$ cat src/rtl/sha256_round_ctrl_if.sv
// Block, K-ROM and digest signals of the SHA-256 round controller.
// SHA224_EN adds the mode224 select that travels with first_blk.
interface sha256_round_ctrl_if;
  logic         blk_valid;
  logic         blk_ready;
  logic [511:0] blk_data;
  logic         first_blk;
  logic [5:0]   k_addr;
  logic [31:0]  k_value;
  logic         busy;
  logic [255:0] digest;
  logic         digest_valid;
`ifdef SHA224_EN
  logic         mode224;
`endif

  // master is the surrounding system: block feeder, K ROM and digest consumer
  modport master (
`ifdef SHA224_EN
    output mode224,
`endif
    output blk_valid, blk_data, first_blk, k_value,
    input  blk_ready, k_addr, busy, digest, digest_valid
  );

  modport slave (
`ifdef SHA224_EN
    input  mode224,
`endif
    input  blk_valid, blk_data, first_blk, k_value,
    output blk_ready, k_addr, busy, digest, digest_valid
  );
endinterface

$ cat src/rtl/sha256_round_ctrl.sv
// SHA-256 compression sequencer: one round per cycle, external combinational K ROM.
// Optional macro SHA224_EN adds the SHA-224 IV and truncated digest.
module sha256_round_ctrl #(
  parameter int ROUNDS = 64
) (
  input  logic              clk,
  input  logic              rst,
  sha256_round_ctrl_if.slave bus
);

  typedef enum logic [1:0] {
    S_IDLE  = 2'd0,
    S_ROUND = 2'd1,
    S_FINAL = 2'd2
  } state_e;

  localparam logic [5:0] LAST_ROUND = 6'(ROUNDS - 1);

  localparam logic [31:0] IV256 [8] = '{
    32'h6a09e667, 32'hbb67ae85, 32'h3c6ef372, 32'ha54ff53a,
    32'h510e527f, 32'h9b05688c, 32'h1f83d9ab, 32'h5be0cd19
  };
`ifdef SHA224_EN
  localparam logic [31:0] IV224 [8] = '{
    32'hc1059ed8, 32'h367cd507, 32'h3070dd17, 32'hf70e5939,
    32'hffc00b31, 32'h68581511, 32'h64f98fa7, 32'hbefa4fa4
  };
`endif

  function automatic logic [31:0] rotr(input logic [31:0] x, input int n);
    return (x >> n) | (x << (32 - n));
  endfunction

  function automatic logic [31:0] big_s0(input logic [31:0] x);
    return rotr(x, 2) ^ rotr(x, 13) ^ rotr(x, 22);
  endfunction

  function automatic logic [31:0] big_s1(input logic [31:0] x);
    return rotr(x, 6) ^ rotr(x, 11) ^ rotr(x, 25);
  endfunction

  function automatic logic [31:0] small_s0(input logic [31:0] x);
    return rotr(x, 7) ^ rotr(x, 18) ^ (x >> 3);
  endfunction

  function automatic logic [31:0] small_s1(input logic [31:0] x);
    return rotr(x, 17) ^ rotr(x, 19) ^ (x >> 10);
  endfunction

  function automatic logic [31:0] ch(input logic [31:0] x, input logic [31:0] y,
                                     input logic [31:0] z);
    return (x & y) ^ (~x & z);
  endfunction

  function automatic logic [31:0] maj(input logic [31:0] x, input logic [31:0] y,
                                      input logic [31:0] z);
    return (x & y) ^ (x & z) ^ (y & z);
  endfunction

  state_e      state_q, state_d;
  logic [5:0]  round_q;
  logic [31:0] w_q [16];
  logic [31:0] v_q [8];
  logic [31:0] h_q [8];
  logic        dv_q;
`ifdef SHA224_EN
  logic        mode224_q;
`endif

  logic [31:0] iv_w [8];
  logic [31:0] t1_w, t2_w, w_new_w;
  logic        accept_w;

  for (genvar gi = 0; gi < 8; gi++) begin : g_iv
`ifdef SHA224_EN
    assign iv_w[gi] = bus.mode224 ? IV224[gi] : IV256[gi];
`else
    assign iv_w[gi] = IV256[gi];
`endif
  end

  assign accept_w = (state_q == S_IDLE) && bus.blk_valid;

  // v_q[0..7] hold a..h
  assign t1_w = v_q[7] + big_s1(v_q[4]) + ch(v_q[4], v_q[5], v_q[6])
              + bus.k_value + w_q[0];
  assign t2_w = big_s0(v_q[0]) + maj(v_q[0], v_q[1], v_q[2]);
  assign w_new_w = small_s1(w_q[14]) + w_q[9] + small_s0(w_q[1]) + w_q[0];

  always_ff @(posedge clk) begin
    if (rst) begin
      state_q <= S_IDLE;
    end else begin
      state_q <= state_d;
    end
  end

  always_comb begin
    state_d       = state_q;
    bus.blk_ready = 1'b0;
    bus.busy      = 1'b0;
    bus.k_addr    = 6'd0;
    case (state_q)
      S_IDLE: begin
        bus.blk_ready = 1'b1;
        if (bus.blk_valid) begin
          state_d = S_ROUND;
        end
      end
      S_ROUND: begin
        bus.busy   = 1'b1;
        bus.k_addr = round_q;
        if (round_q == LAST_ROUND) begin
          state_d = S_FINAL;
        end
      end
      S_FINAL: begin
        bus.busy = 1'b1;
        state_d  = S_IDLE;
      end
      default: state_d = S_IDLE;
    endcase
  end

  always_ff @(posedge clk) begin
    if (rst) begin
      round_q <= 6'd0;
      dv_q    <= 1'b0;
      for (int i = 0; i < 16; i++) w_q[i] <= 32'd0;
      for (int i = 0; i < 8; i++) begin
        v_q[i] <= 32'd0;
        h_q[i] <= IV256[i];
      end
`ifdef SHA224_EN
      mode224_q <= 1'b0;
`endif
    end else begin
      dv_q <= 1'b0;
      case (state_q)
        S_IDLE: begin
          if (accept_w) begin
            round_q <= 6'd0;
            for (int i = 0; i < 16; i++) w_q[i] <= bus.blk_data[511 - 32*i -: 32];
            for (int i = 0; i < 8; i++) begin
              v_q[i] <= bus.first_blk ? iv_w[i] : h_q[i];
              if (bus.first_blk) h_q[i] <= iv_w[i];
            end
`ifdef SHA224_EN
            // the mode belongs to the whole message, so chained blocks keep it
            if (bus.first_blk) mode224_q <= bus.mode224;
`endif
          end
        end
        S_ROUND: begin
          v_q[0] <= t1_w + t2_w;
          v_q[1] <= v_q[0];
          v_q[2] <= v_q[1];
          v_q[3] <= v_q[2];
          v_q[4] <= v_q[3] + t1_w;
          v_q[5] <= v_q[4];
          v_q[6] <= v_q[5];
          v_q[7] <= v_q[6];
          for (int i = 0; i < 15; i++) w_q[i] <= w_q[i+1];
          w_q[15] <= w_new_w;
          if (round_q != LAST_ROUND) begin
            round_q <= round_q + 6'd1;
          end
        end
        S_FINAL: begin
          for (int i = 0; i < 8; i++) h_q[i] <= h_q[i] + v_q[i];
          dv_q <= 1'b1;
        end
        default: ;
      endcase
    end
  end

  assign bus.digest_valid = dv_q;

  always_comb begin
    bus.digest = '0;
    for (int i = 0; i < 8; i++) bus.digest[255 - 32*i -: 32] = h_q[i];
`ifdef SHA224_EN
    if (mode224_q) bus.digest[31:0] = 32'd0;
`endif
  end

endmodule

$ cat src/flat_wrapper.sv
// flat-port wrapper written by rule: the top's interface ports become plain ports
module sha256_round_ctrl_flat 
#(
  parameter int ROUNDS = 64
)
  (clk, rst, bus_blk_valid, bus_blk_data, bus_first_blk, bus_k_value, bus_blk_ready, bus_k_addr, bus_busy, bus_digest, bus_digest_valid);
  sha256_round_ctrl_if bus_i ();
  input  logic clk;
  input  logic rst;
  input wire logic [$bits(bus_i.blk_valid)-1:0] bus_blk_valid;
  input wire logic [$bits(bus_i.blk_data)-1:0] bus_blk_data;
  input wire logic [$bits(bus_i.first_blk)-1:0] bus_first_blk;
  input wire logic [$bits(bus_i.k_value)-1:0] bus_k_value;
  output wire logic [$bits(bus_i.blk_ready)-1:0] bus_blk_ready;
  output wire logic [$bits(bus_i.k_addr)-1:0] bus_k_addr;
  output wire logic [$bits(bus_i.busy)-1:0] bus_busy;
  output wire logic [$bits(bus_i.digest)-1:0] bus_digest;
  output wire logic [$bits(bus_i.digest_valid)-1:0] bus_digest_valid;
  assign bus_i.blk_valid = bus_blk_valid;
  assign bus_i.blk_data = bus_blk_data;
  assign bus_i.first_blk = bus_first_blk;
  assign bus_i.k_value = bus_k_value;
  assign bus_blk_ready = bus_i.blk_ready;
  assign bus_k_addr = bus_i.k_addr;
  assign bus_busy = bus_i.busy;
  assign bus_digest = bus_i.digest;
  assign bus_digest_valid = bus_i.digest_valid;
  sha256_round_ctrl #(.ROUNDS(ROUNDS)) u_core (.clk(clk), .rst(rst), .bus(bus_i));
endmodule
$ cat config.mk
export PLATFORM = sky130hd
export DESIGN_NAME = sha256_round_ctrl_flat
export DESIGN_NICKNAME = d
export VERILOG_FILES = /design/src/rtl/sha256_round_ctrl_if.sv /design/src/rtl/sha256_round_ctrl.sv /design/src/flat_wrapper.sv
export SDC_FILE = /design/constraint.sdc
export NUM_CORES = 2
export LEC_CHECK = 0
export CORE_AREA = 3 3 284 398
export CTS_CLUSTER_DIAMETER = 200
export DETAILED_ROUTE_END_ITERATION = 10
export DIE_AREA = 0 0 287 401
export PLACE_DENSITY = 0.87
export SKIP_LAST_GASP = 1
export SYNTH_ARGS = -nofsm -noshare
export SYNTH_HDL_FRONTEND = slang
export SYNTH_SLANG_ARGS = --single-unit
$ cat constraint.sdc
create_clock -name clk -period 20.8 [get_ports clk]
set_clock_uncertainty 0.15 [all_clocks]
set_input_delay 4.16 -clock clk [delete_from_list [all_inputs] [get_ports clk]]
set_output_delay 4.16 -clock clk [all_outputs]
set_load 0.01 [all_outputs]
==> results.md <==
- Run status: completed
- Cell variety after synth: around 100
- Synth Register Bits: 1,033
- Cell count after synthesis: between 6k and 7k
- Sequential element share of the synthesized area: 45.2%
- Clock network latency to the later pin of the worst-skew pair: 0.73 ns
- CTS resizes: 0
- Share of cells above drive strength 1: around 4.1%
- Number of rows created at floorplan: 144
- Width of the die: around 290 um
- Post-Route Hold Slack: 0.373 ns
- Routability-driven placement congestion ratio: 1.05
- Area added between synthesis and finish: 19.0%
- Height of the die: 401 um
- Half-perimeter wire length of the detailed placement result: 199,000 um
- Cell mode on critical path: fa_1
- Max-cap check violation count: 0
- Via-per-instance ratio: 6.63
- Clk Tree Root Cell: clkbuf_16
- Unrepaired setup endpoints after global routing: false
- Number of I/O port buffers: 812
- RR Startpoint: u_core.v_q[2][12]
- NumNets Final: about 8.3k
- Initial core utilization: 61.7%
- Detailed-route wire length per cell: 29.8 um
- CTS tree: yes
- Syn nets: ~7.7k
- Worst setup EP type: flip-flop
- Launch point of the worst hold path: u_core.round_q[2]
- Pin count of the biggest net entering global routing: 190
- Final setup violation count: 0
- Highest achievable clock rate: 84.8 MHz
- Cell with the largest stage delay on the worst path: clkdlybuf4s50_1
- Sum Neg Setup Slack: 0 ns
- Clk buf depth: 3
- Via count: 58.4k
- Critical Path Source: bus_k_value[1]
- CP startpoint kind: input pin
- Critical path fanouts, max: 5
- First-pass GRT wire length: 373,000 um
- EDFF count, synth: between 900 and 1k
- Number of clock sinks: ~1.0k
- Post-DRT Antenna Nets: 0
- Drt first-iter violations: around 8.2k
- Critical Path Max Stage Delay: 0.63 ns
- Hold buffers post-CTS: 0
- Minimum period implied by the final worst setup slack: 11.79 ns
- Die footprint: 115,000 um2
- Number of warnings issued by yosys: 0
- Gr ovfl total: 0
- Vias in the first global route: 56.2k
- Least-Margin Pin Slew: 1.35 ns
- H-tree depth: 3
- Number of detailed-route iterations in the first pass: 9
- Final Cycle Share: 56.7%
- Number of antenna violations at the first check in global routing: 71
- Clock-pin slew of the registers on the worst-case setup and hold paths: approximately 0.060 ns
- Area of the core: 110,000 um2
- Type of the worst setup path: in2reg
- Fill cell instance count of the final layout: just under 8k
- Wire length reported by the detailed router: 263,000 um
- Class of the tightest hold or removal check: reg2reg
- Fraction of registers with async set/reset: 0%
- Area of the mapped netlist: approximately 68,000 um2
- Number of buffers added by the clock tree synthesis step: about 100
- # Post-CTS Setup Buffers: 0
- Count of final max-slew check failures: 0
- Post-synth top flop: edfxtp_1
- Worst rel slew slack: 10.0%
- Data arrival time of the worst path: 12.20 ns
- WP data required: between 20 and 25 ns
- Io pins: ~810
- DRC violations left: 0
- Hold Violations, Final: 0
- Total routing resource utilization after global routing: 44.4%
- Synthesized area per cell: between 10 and 15 um2
per-layer routing:
metal / share of wire, % / track usage (%)
met1: 33 / 52.9
met4: 9.8 / 34.7
met3: 12 / 11.1
met2: 45 / 68.7
met5: 0.080 / 0
cell usage after synthesis, drive strengths merged (39+ instances only):
library cell  number  area, um2
o21a              60        450
xnor2            363       3180
a211oi            64        495
nor2             523       1970
inv              311       1170
fa               195       3900
nor3             196        981
mux2i            229       2290
nand2            819       3070
nor2b             40        250
a21oi            549       2760
a21o             166       1250
nand3             94        470
edfxtp           992      29800
clkbuf           315       1180
nand2b            85        532
o21ai            317       1600
xor2             183       1600
a31oi             39        263
dfxtp             41        821
a22o             128       1120
ha               376       4700
per-stage QoR:
| step | util [%] | worst slack [ns] | instances | cell area [um2] |
|---|---|---|---|---|
| finish | 73.4 | 9.01 | 8810 | 80700 |
| global route | 73.3 | 8.76 | 8783 | 80600 |
| CTS | 73.2 | 9.11 | 8749 | 80500 |
| detailed placement | 70.0 | 8.44 | 8557 | 77000 |
| global placement | 70.0 | 8.54 | 8557 | 77000 |
| floorplan | - | 6.84 | 6580 | 67800 |
critical path, delay by kind of cell:
kind            cells  cell delay (ns)
fa+ha+maj           7             2.93
compound gates     11             2.25
simple gates        8             1.46
buf+inv             4             0.87
xor+xnor            1             0.52
registers in the layout, summed over array words and instances, names as in the netlist:
signal	count
u_core.w_q	512
u_core.h_q	256
u_core.v_q	256
u_core.round_q	6
u_core.state_q	2
u_core.bus.digest_valid	1
final cells by class:
type                    instances  area (um2)  area share [%]
inverters                     315        1180            1.47
repair buffers                858        8520            10.6
clock buffers                 120        2630            3.26
multi-input cells            4891       34800            43.2
clock inverters                72         907            1.12
flip-flops and latches       1033       30600            38.0
diodes                         61         153           0.189
well taps                    1460        1830            2.26
path summary, 6_finish.rpt:
check / end / slack [ns] / depth (start not counted)
hold reg to reg: u_core.round_q[2] / 0.37 / 2
setup / recovery: u_core.v_q[0][31] / 9.01 / 31
setup reg to reg: u_core.v_q[0][31] / 11.83 / 31
hold / removal: u_core.round_q[2] / 0.37 / 2
placed cells by master (no fill, tap or decap), types with 22 or more instances in the layout:
cell type,synthesis,final
nor2b_1,40,40
clkdlybuf4s50_1,0,810
nand4_1,23,23
o211ai_1,22,22
diode_2,0,61
nor3_1,196,193
inv_1,311,311
ha_1,376,375
nand3_1,94,94
o31ai_1,31,31
clkinv_1,4,24
clkbuf_16,0,102
a21oi_1,547,546
dfxtp_1,41,41
edfxtp_1,992,992
fa_1,195,195
a21o_1,166,165
buf_4,0,43
nor2_1,521,519
o21ai_0,296,296
xor2_1,183,183
o22ai_1,36,36
o21a_1,60,60
a22o_1,128,128
nand2b_1,85,83
xnor2_1,363,363
mux2i_1,229,229
and2_1,28,28
and3_1,35,35
a211oi_1,61,61
nand2_1,819,814
o21bai_1,34,34
a31oi_1,36,35
cells by family (layout without fill, tap and decap cells):
group	count (synthesis)	count (layout)	share of synthesized area, %
AO/OA/AOI/OAI	1579	1579	15.1
XOR/XNOR	546	546	7.06
adder cells (fa/ha/maj)	591	591	13.0
buffers and inverters	656	1365	3.64
flip-flops	1033	1033	45.2
multiplexers	231	231	3.42
other	0	61	0
AND/OR/NAND/NOR	1944	1944	12.6
Power is left out: the tool's default activity adds up to more than one toggle a clock period on the data nets, which glitch-free logic cannot reach.
